<file path="src/rtl/rsc_pkg.sv">
// ----------------------------------------------------------------------------
// rsc_pkg
//   Shared definitions for the RSC instruction interface: field widths,
//   opcode encodings, decoder phase-select (enableRegs) codes, the issue FSM
//   state type, and helpers to pack an instruction word and to classify
//   opcodes that the issue side refuses to forward.
// ----------------------------------------------------------------------------
package rsc_pkg;

  // Instruction word layout: {opcode[15:12], para1[11:6], para2[5:0]}
  localparam int OP_W   = 4;
  localparam int PARA_W = 6;
  localparam int WORD_W = 16;

  typedef logic [OP_W-1:0]   opcode_t;
  typedef logic [PARA_W-1:0] para_t;
  typedef logic [WORD_W-1:0] word_t;

  // Opcode encodings (0, E and F are unassigned)
  localparam opcode_t OP_ADD   = 4'h1;
  localparam opcode_t OP_SUB   = 4'h2;
  localparam opcode_t OP_AND   = 4'h3;
  localparam opcode_t OP_OR    = 4'h4;
  localparam opcode_t OP_XOR   = 4'h5;
  localparam opcode_t OP_NOT   = 4'h6;
  localparam opcode_t OP_SHL   = 4'h7;
  localparam opcode_t OP_SHR   = 4'h8;
  localparam opcode_t OP_MOV   = 4'h9;
  localparam opcode_t OP_CMP   = 4'hA;
  localparam opcode_t OP_MOVI  = 4'hB;
  localparam opcode_t OP_LOAD  = 4'hC;
  localparam opcode_t OP_STORE = 4'hD;

  // Decoder phase select codes
  localparam logic [2:0] ENR_NONE = 3'b000;
  localparam logic [2:0] ENR_LOAD = 3'b100;
  localparam logic [2:0] ENR_P1   = 3'b010;
  localparam logic [2:0] ENR_P2   = 3'b001;

  // Issue FSM states
  typedef enum logic [1:0] {
    ST_IDLE  = 2'd0,
    ST_LOAD  = 2'd1,
    ST_PARA1 = 2'd2,
    ST_PARA2 = 2'd3
  } state_e;

  function automatic word_t pack_word(input opcode_t op, input para_t p1, input para_t p2);
    return {op, p1, p2};
  endfunction

  // Opcodes with no defined operation are rejected when opcode checking is built in
  function automatic logic op_legal(input opcode_t op);
    return !(op == 4'h0 || op == 4'hE || op == 4'hF);
  endfunction

endpackage

</file>
<file path="src/rtl/instr_fifo.sv">
// ----------------------------------------------------------------------------
// instr_fifo
//   Synchronous first-word-fall-through FIFO holding packed instruction words.
//   DEPTH must be a power of two so the pointers wrap naturally.
// Ports
//   clk    in   clock, posedge
//   rst    in   synchronous active-low reset (empties the queue)
//   push   in   write din (ignored when full)
//   din    in   WIDTH-bit data to store
//   pop    in   drop the head entry (ignored when empty)
//   dout   out  head entry, valid whenever empty=0
//   full   out  count == DEPTH
//   empty  out  count == 0
//   count  out  number of stored entries
// ----------------------------------------------------------------------------
module instr_fifo #(
  parameter int WIDTH = 16,
  parameter int DEPTH = 4
) (
  input  logic                       clk,
  input  logic                       rst,
  input  logic                       push,
  input  logic [WIDTH-1:0]           din,
  input  logic                       pop,
  output logic [WIDTH-1:0]           dout,
  output logic                       full,
  output logic                       empty,
  output logic [$clog2(DEPTH):0]     count
);

  localparam int AW = $clog2(DEPTH);

  logic [WIDTH-1:0] mem [DEPTH];
  logic [AW-1:0]    wr_ptr;
  logic [AW-1:0]    rd_ptr;
  logic             do_push;
  logic             do_pop;

  assign full    = (count == (AW+1)'(DEPTH));
  assign empty   = (count == '0);
  assign do_push = push && !full;
  assign do_pop  = pop && !empty;
  assign dout    = mem[rd_ptr];

  // NOTE: state registers use non-blocking (<=) so every flop samples the
  // pre-edge value of the others; blocking here would create ordering races.
  always_ff @(posedge clk) begin
    if (!rst) begin
      wr_ptr <= '0;
      rd_ptr <= '0;
      count  <= '0;
    end else begin
      if (do_push) wr_ptr <= wr_ptr + AW'(1);
      if (do_pop)  rd_ptr <= rd_ptr + AW'(1);
      case ({do_push, do_pop})
        2'b10:   count <= count + (AW+1)'(1);
        2'b01:   count <= count - (AW+1)'(1);
        default: count <= count;
      endcase
    end
  end

  // NOTE: storage is deliberately not reset; the count/pointers alone decide
  // what is valid, and leaving the array reset-free lets it map onto RAM.
  always_ff @(posedge clk) begin
    if (do_push) mem[wr_ptr] <= din;
  end

endmodule

</file>
<file path="src/rtl/instr_enc.sv">
// ----------------------------------------------------------------------------
// instr_enc
//   Issue side of the RSC instruction interface. Queues {opcode, para1, para2}
//   requests, packs each into a 16-bit word and sequences the shared bus and
//   decoder phase selects: LOAD (word driven), PARA1, PARA2 (decoder owns the
//   bus). Each phase lasts HOLD_CYCLES clocks; back-to-back instructions run
//   with no idle gap.
// Build option
//   INSTR_ENC_OPCHECK_EN : opcodes 0, E, F are handshaken but not queued, and
//                          errOut pulses the cycle after the accepting edge.
//                          Undefined: every opcode is queued, errOut is 0.
// Ports
//   clk         in   clock, posedge
//   rst         in   synchronous active-low reset
//   inValid     in   request valid
//   inReady     out  queue can accept (rst && !full)
//   inOpCode    in   4-bit opcode
//   inPara1     in   6-bit first operand
//   inPara2     in   6-bit second operand / immediate
//   busDataOut  out  instruction word during LOAD, else 0
//   busDrive    out  bus output enable (LOAD only)
//   enableRegs  out  decoder phase select 000/100/010/001
//   busy        out  FSM not idle or queue not empty
//   issued      out  pulse on last cycle of PARA2
//   errOut      out  pulse on rejected request
// ----------------------------------------------------------------------------
module instr_enc
  import rsc_pkg::*;
#(
  parameter int FIFO_DEPTH  = 4,
  parameter int HOLD_CYCLES = 1
) (
  input  logic              clk,
  input  logic              rst,
  input  logic              inValid,
  output logic              inReady,
  input  logic [OP_W-1:0]   inOpCode,
  input  logic [PARA_W-1:0] inPara1,
  input  logic [PARA_W-1:0] inPara2,
  output logic [WORD_W-1:0] busDataOut,
  output logic              busDrive,
  output logic [2:0]        enableRegs,
  output logic              busy,
  output logic              issued,
  output logic              errOut
);

  localparam int AW    = $clog2(FIFO_DEPTH);
  localparam int CNT_W = (HOLD_CYCLES > 1) ? $clog2(HOLD_CYCLES) : 1;

  state_e            state;
  state_e            state_n;
  logic [CNT_W-1:0]  phase_cnt;
  logic              phase_done;
  word_t             word;

  logic              fifo_push;
  logic              fifo_pop;
  word_t             fifo_dout;
  logic              fifo_full;
  logic              fifo_empty;
  logic [AW:0]       fifo_count;
  logic              accept;

  // ------------------------------------------------------------------------
  // Request side
  // ------------------------------------------------------------------------
  assign inReady = rst && !fifo_full;
  assign accept  = inValid && inReady;

`ifdef INSTR_ENC_OPCHECK_EN
  logic err_q;

  // Rejected opcodes still complete the handshake; they just never reach the queue.
  assign fifo_push = accept && op_legal(inOpCode);

  always_ff @(posedge clk) begin
    if (!rst) err_q <= 1'b0;
    else      err_q <= accept && !op_legal(inOpCode);
  end

  assign errOut = err_q;
`else
  assign fifo_push = accept;
  assign errOut    = 1'b0;
`endif

  instr_fifo #(
    .WIDTH (WORD_W),
    .DEPTH (FIFO_DEPTH)
  ) u_fifo (
    .clk   (clk),
    .rst   (rst),
    .push  (fifo_push),
    .din   (pack_word(inOpCode, inPara1, inPara2)),
    .pop   (fifo_pop),
    .dout  (fifo_dout),
    .full  (fifo_full),
    .empty (fifo_empty),
    .count (fifo_count)
  );

  // ------------------------------------------------------------------------
  // Issue FSM
  // ------------------------------------------------------------------------
  assign phase_done = (phase_cnt == CNT_W'(HOLD_CYCLES - 1));

  // NOTE: every output of this block is given a default first, so no path
  // leaves a signal unassigned and no latch is inferred.
  always_comb begin
    state_n  = state;
    fifo_pop = 1'b0;
    case (state)
      ST_IDLE: begin
        if (!fifo_empty) begin
          state_n  = ST_LOAD;
          fifo_pop = 1'b1;
        end
      end
      ST_LOAD: begin
        if (phase_done) state_n = ST_PARA1;
      end
      ST_PARA1: begin
        if (phase_done) state_n = ST_PARA2;
      end
      ST_PARA2: begin
        if (phase_done) begin
          if (!fifo_empty) begin
            state_n  = ST_LOAD;
            fifo_pop = 1'b1;
          end else begin
            state_n  = ST_IDLE;
          end
        end
      end
      default: state_n = ST_IDLE;
    endcase
  end

  always_ff @(posedge clk) begin
    if (!rst) begin
      state     <= ST_IDLE;
      phase_cnt <= '0;
      word      <= '0;
    end else begin
      state <= state_n;
      // Restart the hold count on any phase change, including PARA2 -> LOAD.
      if (state_n != state || state == ST_IDLE) phase_cnt <= '0;
      else                                      phase_cnt <= phase_cnt + CNT_W'(1);
      if (fifo_pop) word <= fifo_dout;
    end
  end

  // ------------------------------------------------------------------------
  // Outputs decoded from the registered state
  // ------------------------------------------------------------------------
  always_comb begin
    enableRegs = ENR_NONE;
    busDrive   = 1'b0;
    case (state)
      ST_LOAD:  begin enableRegs = ENR_LOAD; busDrive = 1'b1; end
      ST_PARA1: enableRegs = ENR_P1;
      ST_PARA2: enableRegs = ENR_P2;
      default:  enableRegs = ENR_NONE;
    endcase
  end

  assign busDataOut = busDrive ? word : '0;
  // Gated by rst so a reset landing on the final PARA2 cycle never reports completion.
  assign issued     = rst && (state == ST_PARA2) && phase_done;
  assign busy       = (state != ST_IDLE) || (fifo_count != '0);

endmodule

</file>
<file path="config.mk">
export PLATFORM = sky130hd
export DESIGN_NAME = instr_enc
export DESIGN_NICKNAME = d
export VERILOG_FILES = /design/src/rtl/rsc_pkg.sv /design/src/rtl/instr_fifo.sv /design/src/rtl/instr_enc.sv
export SDC_FILE = /design/constraint.sdc
export NUM_CORES = 1
export LEC_CHECK = 0
export ABC_AREA = 1
export CORE_ASPECT_RATIO = 0.7
export CORE_MARGIN = 3
export CORE_UTILIZATION = 50
export CTS_CLUSTER_SIZE = 20
export DETAILED_ROUTE_END_ITERATION = 6
export GPL_ROUTABILITY_DRIVEN = 0
export HOLD_SLACK_MARGIN = 0.06
export PLACE_DENSITY = 0.75
export SLEW_MARGIN = 20
export SYNTH_ARGS = -nofsm -noshare
export SYNTH_HDL_FRONTEND = slang
export SYNTH_SLANG_ARGS = --single-unit
</file>
<file path="constraint.sdc">
create_clock -name clk -period 2.51 [get_ports clk]
set_input_delay 0.251 -clock clk [delete_from_list [all_inputs] [get_ports clk]]
set_output_delay 0.251 -clock clk [all_outputs]
set_load 0.05 [all_outputs]
</file>
Word-level counts from Yosys, hierarchy flattened --
Memories as Yosys holds them, arrays and structs flattened. A register that Yosys moved wholly into a read port is not among the register bits. Index checks and enable logic that the tools add are counted. Widths: inputs -> output; s select.
Word-level totals: word-level logic and storage cells 52, memories 1, bits in writable memories 64, input bits 19, bits in registers 10
Cells by class: add/sub/neg operators 5, eq/ne operators 7, muxes and demuxes 15, bitwise operators 2, reductions and logical operators 17
Memory list:
- u_fifo.mem | depth 4, bits a word 16, rd ports 1, clocked after Yosys merged registers in 1, write ports 1, line instr_fifo.sv:33 | logic [WIDTH-1:0] mem [DEPTH];
Operators by type and width (count):
- $mux 16 | 1
- $pmux 3 s3 | 1
- $mux 2 | 4
- $pmux 2 s4 | 1
- $eq 2x2->1 const B | 3
- $logic_and 1x1->1 | 6
- $mux 1 | 6
- $pmux 3 s2 | 1
- $add 2x1->2 const B | 2
- $eq 2x1->1 const B | 2
- $reduce_bool 2->1 | 2
- $add 3x1->3 const B | 1
- $eq 3x3->1 const B | 1
- $logic_not 1->1 | 3
- $logic_not 3->1 | 1
- $reduce_bool 3->1 | 1
- $sub 3x1->3 const B | 1
- $logic_not 2->1 | 1
- $logic_or 1x1->1 | 2
- $ne 2x2->1 | 1
- $not 1->1 | 2
- $pmux 1 s2 | 1
- $reduce_or 2->1 | 1
- $add 1x1->1 const B | 1

Logic depth before layout (Yosys ltp) --
depth after elaboration 7, depth in mapped cells 14

Cells and area by module --
Synthesis repeated with hierarchy kept, for this count alone.
Unflattened totals: cell total of the unflattened synthesis 381, area total of the unflattened synthesis 3880.0 um^2
By module, submodules not included:
- instr_fifo | cells an instance 223, instances 1, seq. area each 2102.0 um^2, area an instance 2847.7 um^2
- instr_enc | cells an instance 158, instances 1, seq. area each 380.4 um^2, area an instance 1032.2 um^2

Least setup slack after synthesis --
OpenSTA, ideal clock, no wires.
path type flip-flop to flip-flop, start register state[0], end register u_fifo.count[2], path buffers 1, stages on the path, launching flop included 14, arrival time 2.214 ns, slack 0.174 ns, period minus slack after synthesis 2.336 ns, data required time 2.388 ns, cell sequence dfxtp_1 -> inv_1 -> ha_1 -> a21oi_4 -> nand2_4 -> inv_6 -> buf_12 -> ha_1 -> inv_1 -> fa_1 -> a21oi_1 -> o21ai_0 -> o21ai_0 -> a21oi_1
Between the ends: cells in the longest elaborated chain, start to end 5
RTL lines:
- start, declared | line instr_enc.sv:51 | state_e state;
- start signal, assigned | line instr_enc.sv:146 | state <= state_n;
- $eq 2x2->1 / $logic_not 2->1 (equally long branches) | line instr_enc.sv:113 | case (state)
- $pmux 1 s2 * | line instr_enc.sv:113
- $logic_and 1x1->1 * | line instr_fifo.sv:42 | assign do_pop = pop && !empty;
- via u_fifo.do_pop | line instr_fifo.sv:37 | logic do_pop;
- $eq 2x1->1 / $eq 2x2->1 (equally long branches) | line instr_fifo.sv:55 | case ({do_push, do_pop})
- $pmux 3 s2 / $reduce_bool 2->1 (equally long branches)
- end signal, assigned | line instr_fifo.sv:56 | 2'b10: count <= count + (AW+1)'(1);
- end signal, assigned | line instr_fifo.sv:57 | 2'b01: count <= count - (AW+1)'(1);
- end signal, assigned | line instr_fifo.sv:58 | default: count <= count;
- end, declared | line instr_fifo.sv:28 | output logic [$clog2(DEPTH):0] count
Mark *: on every way through the listed nets, which the timed path passes. The rest lies on a longest branch. A chain may end at the register's enable or synchronous reset.

Final worst setup path --
start register state[1], end register u_fifo.count[2]
Between the ends: cells in the longest elaborated chain, start to end 5
RTL lines (line):
- $eq 2x2->1 / $logic_not 2->1 (equally long branches) | instr_enc.sv:113
- $pmux 1 s2 * | instr_enc.sv:113
- $logic_and 1x1->1 * | instr_fifo.sv:42
- $eq 2x1->1 / $eq 2x2->1 (equally long branches) | instr_fifo.sv:55
- $pmux 3 s2 / $reduce_bool 2->1 (equally long branches)
Mark *: on every way between the ends. The rest lies on a longest branch, timed or not.

==> impl_metrics.json <==
{
  "cts_buffers": 9,
  "synth-xor-area-share": 0,
  "ys_seq_elements": 90,
  "dp_cells": 510,
  "slew_headroom": 0.440,
  "avgSynthCellArea_um2": 10.2,
  "yosys_warnings": 0,
  "synth_mux_area_frac": 0,
  "grt_pass1_vias": 2406,
  "grt-ovfl-total": 0,
  "drv_cap": 0,
  "syn_inst": 378,
  "yosys.area_share.simple": 0.144,
  "fin_crit_sh": 0.931,
  "tns_ns": 0,
  "leakage_nw": 1.83,
  "grt_usage": 0.173,
  "io_pins": 43,
  "min_period_ns": 2.34,
  "fillers": 598,
  "cts_setup_buffers": 0,
  "multi_input_area_um2": 1140,
  "synth_top_family_by_area": "simple AND/OR/NAND/NOR gates",
  "drt-total-wl_um": 7240,
  "die-area_um2": 8780,
  "dpl_cell_area_um2": 4320,
  "htreeDepth": 3,
  "peakVddDrop_uv": 474,
  "wl_per_cell_um": 13.8,
  "finalMaxSlewViolations": 0,
  "setup_viol": 0,
  "cts_tree": "done",
  "rsz0062_at_grt": "false",
  "route.detailed.drc": 0,
  "die_w_um": 111,
  "finalHoldViolCount": 0,
  "crit_type": "reg2reg",
  "drive_gt1_frac": 0.133,
  "grt_pass1_wl_um": 11800,
  "num_rows": 26,
  "critical_path_arrival_ns": 2.57,
  "ys.flop_type": "edfxtp_1",
  "synth_compound_area_frac": 0.112,
  "netlist_area_um2": 3840,
  "antenna_found_initial": 0,
  "clock_sinks": 90,
  "drt-pass1-iter-count": 5,
  "routed_via_density": 4.93,
  "async_flop_share": 0,
  "synth_edf_count": 64,
  "clock_latency_ns": 0.35,
  "yosysSeqAreaShare": 0.636,
  "synth_common_cells": "nor2_1, edfxtp_1, o21ai_0",
  "cts_max_path_buffers": 2,
  "clkSlewWorstSetupHoldPaths_ns": 0.08,
  "port_buffers": 41,
  "fp.dieH_um": 79.3,
  "synthTopCellsByArea": "edfxtp_1, dfxtp_1, nor2_1",
  "status": "finished clean",
  "syn2layout_area_growth_pct": 17.7,
  "grt_max_degree": 34,
  "diodes": 0,
  "yosysMostFrequentCell": "nor2_1",
  "p_per_area_nw_per_um2": 931,
  "via_count": 2592,
  "tightestPinTransition_ns": 0.839,
  "regArea_um2": 2440,
  "critPathRequiredTime_ns": 2.75,
  "max_freq_ghz": 0.428,
  "initial_utilization": 0.520,
  "synth.top_cell.area_share": 0.500,
  "layout.cells.non_filler": 526,
  "fin_area_um2": 4520,
  "cp_max_fo": 6,
  "worstSetupEndpointType": "register",
  "ant_nets": 0,
  "finClkSkew_ns": 0.0112,
  "hp-class": "reg2reg",
  "nets": 454,
  "cts_hold_buf": 0,
  "synth-adder-area-share": 0.0411,
  "core_um2": 7380,
  "drt_iter0_drc": 181,
  "yosys.cell_types.count": 27,
  "cts_root_buf": "clkbuf_8",
  "worst_setup_path_start_kind": "register",
  "syn_nets": 409,
  "post-synth-top-area-cell": "edfxtp_1",
  "dp.final_hpwl_um": 4990
}
registers in the layout (all words and copies together), names as in the netlist:
register / cells
u_fifo.wr_ptr: 2
word: 16
phase_cnt: 1
u_fifo.rd_ptr: 2
u_fifo.mem: 64
u_fifo.count: 3
state: 2
timing repair:
item	CTS	global route
hold endpoints to repair	0	0
endpoints found under the setup margin	0	1
resized for setup	0	1
routing by layer:
| layer | track usage | wire, um |
|---|---|---|
| met1 | 0.237 | 3440 |
| met4 | 0.0664 | 107 |
| met2 | 0.266 | 3170 |
| met3 | 0.0457 | 521 |
| met5 | 0 | 0 |
through the flow:
step	utilization	hold slack [ns]	setup WS [ns]	power, W
final	0.612	0.510	0.173	0.00421
after global routing	0.612	0.527	0.0203	0.00448
after CTS	0.612	0.511	0.149	0.00423
after detailed placement	0.586	0.487	0.166	0.00329
after global placement	0.586	0.485	0.268	0.00324
after floorplan	-	0.350	0.174	0.00294
power breakdown:
part	total (W)	switching [W]	internal, W
sequential	0.00188	0.000123	0.00175
clock	0.000943	0.000480	0.000463
combinational	0.00139	0.000918	0.000471
logic make-up after synthesis:
group                    Yosys count
AND/OR/NAND/NOR                  139
flip-flops                        90
AO/OA/AOI/OAI                     82
buffers and inverters             54
adder cells (fa/ha/maj)           12
other                              1
worst max-delay path, cell delays in order (launching register included):
cell,delay (ns)
dfxtp_1,0.44
inv_1,0.15
ha_1,0.33
a21oi_4,0.14
nand2_4,0.08
inv_6,0.05
ha_1,0.13
inv_1,0.06
fa_1,0.37
a21oi_1,0.14
o21ai_0,0.11
o21ai_0,0.17
a21oi_1,0.06
cell usage in the layout (no fill, tap or decap), drive strengths merged:
master,instances
nor2,96
o21ai,72
edfxtp,64
nand2,37
inv,36
buf,30
dfxtp,26
clkdlybuf4s50,23
ha,11
clkbuf,10
a21oi,10
nand3,5
clkinvlp,3
nor3,1
fa,1
conb,1
bufinv,1
clkinv,1
path summary, 6_finish.rpt:
path              startpoint              end  slack, ns  depth (start not counted)
hold reg to reg     word[11]         word[11]       0.51                          2
setup / recovery    state[1]  u_fifo.count[2]       0.17                         12
setup reg to reg    state[1]  u_fifo.count[2]       0.17                         12
hold / removal      word[11]         word[11]       0.51                          2
cell type report:
cell class	instances	share of cell area
clock inverters	6	0.0149
flip-flops and latches	90	0.541
multi-input cells	234	0.253
clock buffers	10	0.0282
well taps	98	0.0271
inverters	35	0.0302
repair buffers	53	0.106
Note: power is estimated with default switching activity, not from simulation.
==> edit, RTL diff (same settings) <==
Build with the macro `INSTR_ENC_OPCHECK_EN` defined.
--- a/src/rtl/instr_enc.sv
+++ b/src/rtl/instr_enc.sv
@@ -26,2 +26,4 @@
 // ----------------------------------------------------------------------------
+`define INSTR_ENC_OPCHECK_EN
+
 module instr_enc
Function: changed (a bounded check fails within 4 cycles, from zero or initial values and one cycle with rst low).
==> edit against the original RTL <==
  * Final area is 1.6% higher
  * Total power is 0.48% lower
  * Synthesized area is 1.9% higher
  * Routed wire length is 8.5% higher
  * Sequential cell count is 1 higher
  * Die area is 1.7% higher
  * Setup slack worse by 0.10 ns
  * Critical path type unchanged
  * Largest power group unchanged
==> edit: results (changes against the original RTL) <==
first-pass GRT wire length=13000 um (+10%); pin count of the biggest net entering global routing=35 (+2.9%); sequential share of power=44.3% (-0.3 points); Setup WS pre-CTS=0.0816 ns (-0.0839 ns); Cells after DPL=522 (+2.4%); Worst Skew=0.00818 ns (-0.00300 ns); crit path launch=state[0]$_SDFF_PN0_; Max-Slew Margin vs Limit=43.9% (-0.076 points); worst r2r path cells=11 (-1); port bufs=42 (+2.4%); share of post-route cells with drive strength above 1=13.0% (-0.36 points); # fillers=625 (+4.5%); drt via density=5.11 (+3.7%); syn avg cell area=10.1 um2 (-0.77%); met1 GRT Util=25.2% (+1.5 points); setup ws final=0.0697 ns (-0.103 ns); Total Routing Usage GR=18.6% (+1.3 points); Hold WS=0.507 ns (-0.00316 ns); outcome=finished clean; Yosys cell types=28 (+3.7%); met2 wire length=3620 um (+14%); Cell Area, Placed=4410 um2 (+1.9%); most frequent cells after synthesis=nor2_1 (99), edfxtp_1 (64), o21ai_0 (55), inv_1 (35), nand2_1 (35); final net count=466 (+2.6%); R2R Path Start=state[0]$_SDFF_PN0_
edit: cell types whose count changed after synthesis, moves of 2 or more:
cell,change
buf_2,+4
buf_4,-3
clkbuf_1,-2
inv_1,+3
nand2_1,+2
nand2_4,-2
nand3_1,+2
nor2_1,+4
o21ai_0,+9
o21ai_1,-9
edit: kinds of logic (layout without fill, tap and decap cells):
logic type / count (synthesis) / in the layout / share of synthesized area [%]
and+or+nand+nor: 147 / 147 / 15.2
AOI/OAI and AO/OA: 82 / 82 / 11.1
DFF: 91 / 91 / 63.0
buffers and inverters: 56 / 108 / 6.65
adders and majority gates: 12 / 12 / 4.03
edit: layout make-up:
cell class | instances | area, um2 | share of cell area [%]
Clock buffer | 11 | 131 | 2.86
Timing Repair Buffer | 55 | 493 | 10.7
Clock inverter | 5 | 52.6 | 1.14
Multi-Input combinational cell | 241 | 1190 | 25.9
Inverter | 37 | 141 | 3.08
Sequential cell | 91 | 2460 | 53.6
Tap cell | 98 | 123 | 2.67
